==> src/rtl/rr_arbiter_if.sv <==
// ============================================================================
//  Module      : rr_arbiter_if
//  Description : Request/grant bundle between requesters, arbiter and consumer.
//  Revision    : 1.0 - initial release
// ============================================================================
`default_nettype none

interface rr_arbiter_if #(
    parameter int g_num_ports      = 22,
    parameter int g_num_ports_log2 = 5
);

    logic                        next_i;
    logic [g_num_ports-1:0]      request_i;
    logic [g_num_ports_log2-1:0] grant_o;
    logic                        grant_valid_o;

    // Requester/consumer side
    modport master (
        output next_i,
        output request_i,
        input  grant_o,
        input  grant_valid_o
    );

    // Arbiter side
    modport slave (
        input  next_i,
        input  request_i,
        output grant_o,
        output grant_valid_o
    );

endinterface : rr_arbiter_if

`default_nettype wire

==> src/rtl/rr_arbiter.sv <==
// ============================================================================
//  Module      : rr_arbiter
//  Description : Round-robin arbiter with registered, held grant index.
//                Optional macro RR_ARB_MASK_ACCEPTED_EN masks the just-accepted
//                port out of the arbitration that follows its acceptance.
//  Revision    : 1.0 - initial release
// ============================================================================
`default_nettype none

module rr_arbiter #(
    parameter int g_num_ports      = 22,
    parameter int g_num_ports_log2 = 5
) (
    input  logic        clk,
    input  logic        rst,
    rr_arbiter_if.slave bus
);

    localparam logic [g_num_ports_log2-1:0] c_last_port =
        g_num_ports_log2'(g_num_ports - 1);

    logic [g_num_ports_log2-1:0] grant_q;
    logic [g_num_ports_log2-1:0] grant_d;
    logic [g_num_ports_log2-1:0] last_q;
    logic [g_num_ports_log2-1:0] last_d;
    logic                        valid_q;
    logic                        valid_d;

    logic                        w_arbitrate;
    logic [g_num_ports-1:0]      w_mask;
    logic [g_num_ports-1:0]      w_req_search;
    logic                        w_found;
    logic [g_num_ports_log2-1:0] w_winner;

    assign w_arbitrate = ~valid_q | bus.next_i;

`ifdef RR_ARB_MASK_ACCEPTED_EN
    // Hide the port being accepted so a late-clearing requester is not re-granted
    assign w_mask = (valid_q && bus.next_i)
                  ? ({{(g_num_ports-1){1'b0}}, 1'b1} << grant_q)
                  : '0;
`else
    assign w_mask = '0;
`endif

    assign w_req_search = bus.request_i & ~w_mask;

    // Search starts just after the last-served port and wraps modulo N back to it
    always_comb begin
        int idx;
        idx      = 0;
        w_found  = 1'b0;
        w_winner = last_q;
        for (int i = 1; i <= g_num_ports; i++) begin
            idx = int'(last_q) + i;
            if (idx >= g_num_ports) begin
                idx = idx - g_num_ports;
            end
            if (!w_found && w_req_search[idx]) begin
                w_found  = 1'b1;
                w_winner = idx[g_num_ports_log2-1:0];
            end
        end
    end

    always_comb begin
        grant_d = grant_q;
        valid_d = valid_q;
        last_d  = last_q;
        if (w_arbitrate) begin
            if (w_found) begin
                grant_d = w_winner;
                valid_d = 1'b1;
                last_d  = w_winner;
            end else begin
                valid_d = 1'b0;
            end
        end
    end

    always_ff @(posedge clk or posedge rst) begin
        if (rst) begin
            grant_q <= '0;
            valid_q <= 1'b0;
            last_q  <= c_last_port;
        end else begin
            grant_q <= grant_d;
            valid_q <= valid_d;
            last_q  <= last_d;
        end
    end

    assign bus.grant_o       = grant_q;
    assign bus.grant_valid_o = valid_q;

endmodule : rr_arbiter

`default_nettype wire

==> src/flat_wrapper.sv <==
// flat-port wrapper written by rule: the top's interface ports become plain ports
module rr_arbiter_flat 
#(
    parameter int g_num_ports      = 22,
    parameter int g_num_ports_log2 = 5
)
  (clk, rst, bus_next_i, bus_request_i, bus_grant_o, bus_grant_valid_o);
  rr_arbiter_if #(.g_num_ports(g_num_ports), .g_num_ports_log2(g_num_ports_log2)) bus_i ();
  input  logic clk;
  input  logic rst;
  input wire logic [$bits(bus_i.next_i)-1:0] bus_next_i;
  input wire logic [$bits(bus_i.request_i)-1:0] bus_request_i;
  output wire logic [$bits(bus_i.grant_o)-1:0] bus_grant_o;
  output wire logic [$bits(bus_i.grant_valid_o)-1:0] bus_grant_valid_o;
  assign bus_i.next_i = bus_next_i;
  assign bus_i.request_i = bus_request_i;
  assign bus_grant_o = bus_i.grant_o;
  assign bus_grant_valid_o = bus_i.grant_valid_o;
  rr_arbiter #(.g_num_ports(g_num_ports), .g_num_ports_log2(g_num_ports_log2)) u_core (.clk(clk), .rst(rst), .bus(bus_i));
endmodule
==> config.mk <==
export PLATFORM = sky130hd
export DESIGN_NAME = rr_arbiter_flat
export DESIGN_NICKNAME = d
export VERILOG_FILES = /design/src/rtl/rr_arbiter_if.sv /design/src/rtl/rr_arbiter.sv /design/src/flat_wrapper.sv
export SDC_FILE = /design/constraint.sdc
export NUM_CORES = 1
export LEC_CHECK = 0
export ABC_CLOCK_PERIOD_IN_PS = 7500
export CAP_MARGIN = 20
export CORE_ASPECT_RATIO = 0.9
export CORE_MARGIN = 5
export CORE_UTILIZATION = 45
export DETAILED_ROUTE_END_ITERATION = 10
export DONT_BUFFER_PORTS = 1
export GPL_TIMING_DRIVEN = 0
export MAX_ROUTING_LAYER = met4
export PLACE_DENSITY_LB_ADDON = 0.12
export SYNTH_ARGS = -nofsm -noshare
export SYNTH_HDL_FRONTEND = slang
export SYNTH_SLANG_ARGS = --single-unit
==> constraint.sdc <==
create_clock -name clk -period 7.5 [get_ports clk]
set_input_delay 0.75 -clock clk [delete_from_list [all_inputs] [get_ports clk]]
set_output_delay 0.75 -clock clk [all_outputs]
set_load 0.02 [all_outputs]
==> results_tabular.tex <==
\begin{tabular}{lr}
\hline
Metric & Value \\
\hline
\multicolumn{2}{l}{\textbf{STA}} \\
\quad Final hold violation count & 0 \\
\quad Worst Skew & 0.00341 ns \\
\quad Unrepaired setup endpoints after global routing & false \\
\quad Final TNS setup & 0 ns \\
\quad Final Max Slew Viols & 0 \\
\quad Max Freq & between 0.1 and 0.15 GHz \\
\quad Remaining max-slew budget at the tightest pin & 18.7\% \\
\quad Worst Tran Pin Value & around 1.2 ns \\
\quad Final WS setup & $\sim$0.2 ns \\
\quad Portion of the clock cycle consumed by the worst path in the final layout & a little over nine tenths \\
\quad Final setup violation count & 0 \\
\quad Fin crit period & approximately 7.3 ns \\
\multicolumn{2}{l}{\textbf{Drt}} \\
\quad Routed Antenna Nets & 0 \\
\quad DRC viols & 0 \\
\quad DRT iter0 DRCs & $\sim$2900 \\
\quad DR WL/cell & between 30 and 40 um \\
\quad Vias per cell & $\sim$7.7 \\
\quad Via count & approximately 14000 \\
\quad Number of detailed-routing iterations run before antenna repair & 8 \\
\quad Aggregate routed wire length & a little under 60000 um \\
\multicolumn{2}{l}{\textbf{Cells and area}} \\
\quad Fraction of final layout cells sized beyond drive strength 1 & between 10\% and 20\% \\
\quad Area Growth Syn to Fin & 6.29\% \\
\quad Fill cell total of the finished layout & between 2000 and 2500 \\
\quad Finished Layout Cells & $\sim$1800 \\
\quad Final instance area & between 0.01 and 0.015 mm2 \\
\quad Net total in the final layout & roughly 1500 \\
\multicolumn{2}{l}{\textbf{Place}} \\
\quad DP HPWL & approximately 45000 um \\
\quad Pre-CTS setup slack & -2.06 ns \\
\quad Port buffer count & 0 \\
\quad Post-placement cell count & 1741 \\
\quad RD Place Congestion & approximately 1.1 \\
\quad Cell Area, Placed & about 0.011 mm2 \\
\multicolumn{2}{l}{\textbf{Critical path}} \\
\quad Category of the critical setup timing path & flip-flop to flip-flop \\
\quad Endpoint of the worst register-to-register path & u\_core.bus.grant\_o[4]\$\_DFFE\_PP0P\_ \\
\quad Largest driver fanout on the critical path & 11 \\
\quad Startpoint kind of the worst setup timing path & flip-flop \\
\quad Critical register-to-register path startpoint & u\_core.last\_q[0]\$\_DFFE\_PP1P\_ \\
\quad Data required time at the worst endpoint & 7.61 ns \\
\quad Worst reg2reg setup slack & about 0.2 ns \\
\quad Worst reg2reg path depth & 27 \\
\quad Worst Path Arrival & roughly 7.4 ns \\
\quad Critical path capture point type & flip-flop \\
\multicolumn{2}{l}{\textbf{Clock network}} \\
\quad Sink count of the clock tree & 9 \\
\quad Root Buffer Master & clkbuf\_16 \\
\quad Number of buffers inserted during clock tree synthesis & 3 \\
\quad Max H-tree Level & 1 \\
\quad Latest clock arrival within the worst-skew pair & $\sim$0.24 ns \\
\quad TritonCTS clock tree & yes \\
\quad Post-cts hold buffer count & 0 \\
\quad Clock transition at the registers of the reported paths & about 0.04 ns \\
\quad Clock tree buffer depth & 2 \\
\multicolumn{2}{l}{\textbf{Synthesis}} \\
\quad Area share of and/or/nand/nor cells after synthesis & between 20\% and 30\% \\
\quad Post-synthesis share of cell area spent on xor and xnor gates & about 5.7\% \\
\quad Cells after synthesis & $\sim$1400 \\
\quad Total standard cell area after synthesis & approximately 0.010 mm2 \\
\quad Number of warnings issued by yosys & 0 \\
\quad Proportion of synthesized flip-flops having asynchronous set or reset & between 90\% and 100\% \\
\quad Fraction of the mapped netlist area in adder cells & under 10\% \\
\quad Mean instance size in the synthesized netlist & between 7 and 8 um2 \\
\quad Most used flip-flop cell after synthesis & dfrtp\_1 \\
\quad Synth Net Count & roughly 1500 \\
\quad Complex-gate fraction of the synthesized area & 39.4\% \\
\quad Combinational family with the most area after synthesis & compound AO/OA/AOI/OAI gates \\
\quad Post-synth EDFFs & 0 \\
\quad Portion of netlist area occupied by mux cells & approximately 17\% \\
\quad Library cells used by synthesis & $\sim$120 \\
\quad Portion of the post-synthesis area used by sequential elements & 2.23\% \\
\quad Seq cells post-synth & 9 \\
\multicolumn{2}{l}{\textbf{Die}} \\
\quad Number of core rows & 52 \\
\quad Horiz. Die Dim & 169 um \\
\quad Die area & 0.0260 mm2 \\
\quad IO Count & 31 \\
\quad Effective utilization at floorplan & a little under half \\
\quad Die Y & $\sim$150 um \\
\quad Area of the placeable core & $\sim$0.023 mm2 \\
\multicolumn{2}{l}{\textbf{GRT}} \\
\quad Remaining global-route overflow & 0 \\
\quad Pin count of the biggest net entering global routing & 15 \\
\quad Number of global-route vias before repair & $\sim$12000 \\
\quad Number of antenna violations at the first check in global routing & 3 \\
\quad First-pass GRT wire length & roughly 83000 um \\
\quad GR Util All Layers & 43.5\% \\
\multicolumn{2}{l}{\textbf{Worst hold path}} \\
\quad HP Class & input pin to asynchronous set/reset pin \\
\multicolumn{2}{l}{\textbf{Outcome}} \\
\quad Outcome & completed \\
\multicolumn{2}{l}{\textbf{Run}} \\
\quad Max cap viols & 0 \\
\hline
\end{tabular}
-- state kept, by name, summed over array words and instances (netlist names) --
| register | cells |
|---|---|
| u_core.bus.grant_o | 3 |
| u_core.bus.grant_valid_o | 1 |
| u_core.last_q | 5 |
-- cells by family (layout without fill, tap and decap cells) --
family / count (synthesis) / after routing
compound gates: 558 / 558
simple gates: 506 / 506
buf+inv: 146 / 161
other cells: 0 / 3
xor+xnor: 60 / 60
flops: 9 / 9
fa+ha+maj: 27 / 27
mux: 131 / 131
-- per-layer routing --
layer | track usage, % | routed length, um
met5 | - | 0
met4 | 15.8 | 3210
met3 | 13.1 | 9520
met2 | 58.5 | 22500
met1 | 60.7 | 23000
-- worst max-delay path by stage --
stage                                  from                                end  slack (ns)
3_3_place_gp   u_core.last_q[1]$_DFFE_PP0P_  u_core.bus.grant_o[4]$_DFFE_PP0P_       -2.47
5_1_grt        u_core.last_q[0]$_DFFE_PP1P_       u_core.last_q[4]$_DFFE_PP1P_       0.004
4_1_cts        u_core.last_q[0]$_DFFE_PP1P_       u_core.last_q[2]$_DFFE_PP1P_        0.09
3_5_place_dp   u_core.last_q[1]$_DFFE_PP0P_  u_core.bus.grant_o[4]$_DFFE_PP0P_       -2.06
6_report       u_core.last_q[0]$_DFFE_PP1P_  u_core.bus.grant_o[4]$_DFFE_PP0P_        0.20
2_1_floorplan  u_core.last_q[1]$_DFFE_PP0P_  u_core.bus.grant_o[2]$_DFFE_PP0P_        0.99
-- cell type report --
class,count,area [um2],area share (%)
Clock buffer,4,78.8,0.721
Tap cell,297,372,3.40
Timing Repair Buffer,14,126,1.16
Inverter,35,139,1.27
Antenna cell,3,7.51,0.0686
Buffer,108,569,5.21
Multi-Input combinational cell,1282,9410,86.0
Sequential cell,9,234,2.14
-- Yosys cell counts, types with 8 or more instances --
cell | instances | area [um2]
a211o_1 | 8 | 70.1
a211oi_1 | 36 | 270
a21o_1 | 20 | 150
a21oi_1 | 98 | 490
a221o_1 | 9 | 90.1
a221oi_1 | 18 | 158
a22oi_1 | 19 | 143
a31oi_1 | 25 | 156
and2_1 | 14 | 87.6
and3_1 | 20 | 125
buf_2 | 37 | 185
buf_4 | 8 | 60.1
clkbuf_1 | 51 | 191
ha_1 | 26 | 325
inv_1 | 32 | 120
mux2_2 | 21 | 236
mux2i_1 | 76 | 761
mux4_2 | 33 | 743
nand2_1 | 134 | 503
nand2b_1 | 15 | 93.8
nand3_1 | 42 | 210
nand4_1 | 13 | 81.3
nor2_1 | 114 | 428
nor2b_1 | 17 | 106
nor3_1 | 41 | 205
nor4_1 | 9 | 56.3
o2111ai_1 | 11 | 96.3
o211ai_1 | 21 | 158
o21a_1 | 9 | 67.6
o21ai_0 | 88 | 440
o21ai_1 | 8 | 40.0
o21bai_1 | 8 | 60.1
o22ai_1 | 15 | 93.8
o31ai_1 | 16 | 120
o32ai_1 | 10 | 87.6
or2_2 | 8 | 50.1
or3_1 | 18 | 113
xnor2_1 | 46 | 403
-- cells in the final DEF (no fill, tap or decap), types with 10 or more instances in the layout --
master     count
a21oi_1       98
clkbuf_1      45
nor2_1       114
buf_2         38
mux2_2        21
a21o_1        20
and2_1        14
nand4_1       13
o32ai_1       10
a22oi_1       19
nor2b_1       17
o2111ai_1     11
a31oi_1       25
o31ai_1       15
nand3_1       42
nand2b_1      15
o22ai_1       14
nand2_1      134
mux2i_1       76
a221oi_1      18
or3_1         18
and3_1        20
buf_4         19
ha_1          25
inv_1         30
a211oi_1      36
nor3_1        41
o21ai_0       87
mux4_2        33
o211ai_1      21
xnor2_1       46
-- critical path: stages, from the launching register on --
cell and delay (ns):
dfstp_4 0.73, buf_6 0.22, buf_8 0.18, buf_12 0.16, buf_8 0.17, buf_6 0.19, inv_1 0.10, ha_1 0.42
buf_2 0.30, clkinvlp_4 0.15, clkbuf_2 0.26, buf_4 0.29, ha_2 0.49, inv_1 0.19, mux4_2 0.26, a221oi_1 0.05
a221oi_1 0.25, mux2i_1 0.15, a22oi_1 0.27, nand2_1 0.20, or4_4 0.55, buf_6 0.19, nor2_4 0.17, a221oi_1 0.17
a2111oi_2 0.43, a2111oi_2 0.13, o31ai_2 0.35, nand2_1 0.08
-- per-stage QoR --
stage | hold WS [ns] | util [%]
2_1_floorplan | 0.576 | -
3_3_place_gp | 0.635 | 47.4
3_5_place_dp | 0.644 | 47.6
4_1_cts | 0.390 | 48.2
5_1_grt | 0.398 | 48.6
6_report | 0.383 | 48.6
-- what timing repair did --
item	CTS	global route
resized for setup	19	8
setup buffers	1	2
endpoints found under the hold margin	0	0
pin swaps	0	2
setup endpoints to repair	9	8
Power is left out: the tool's default activity adds up to more than one toggle a clock period on the data nets, which glitch-free logic cannot reach.
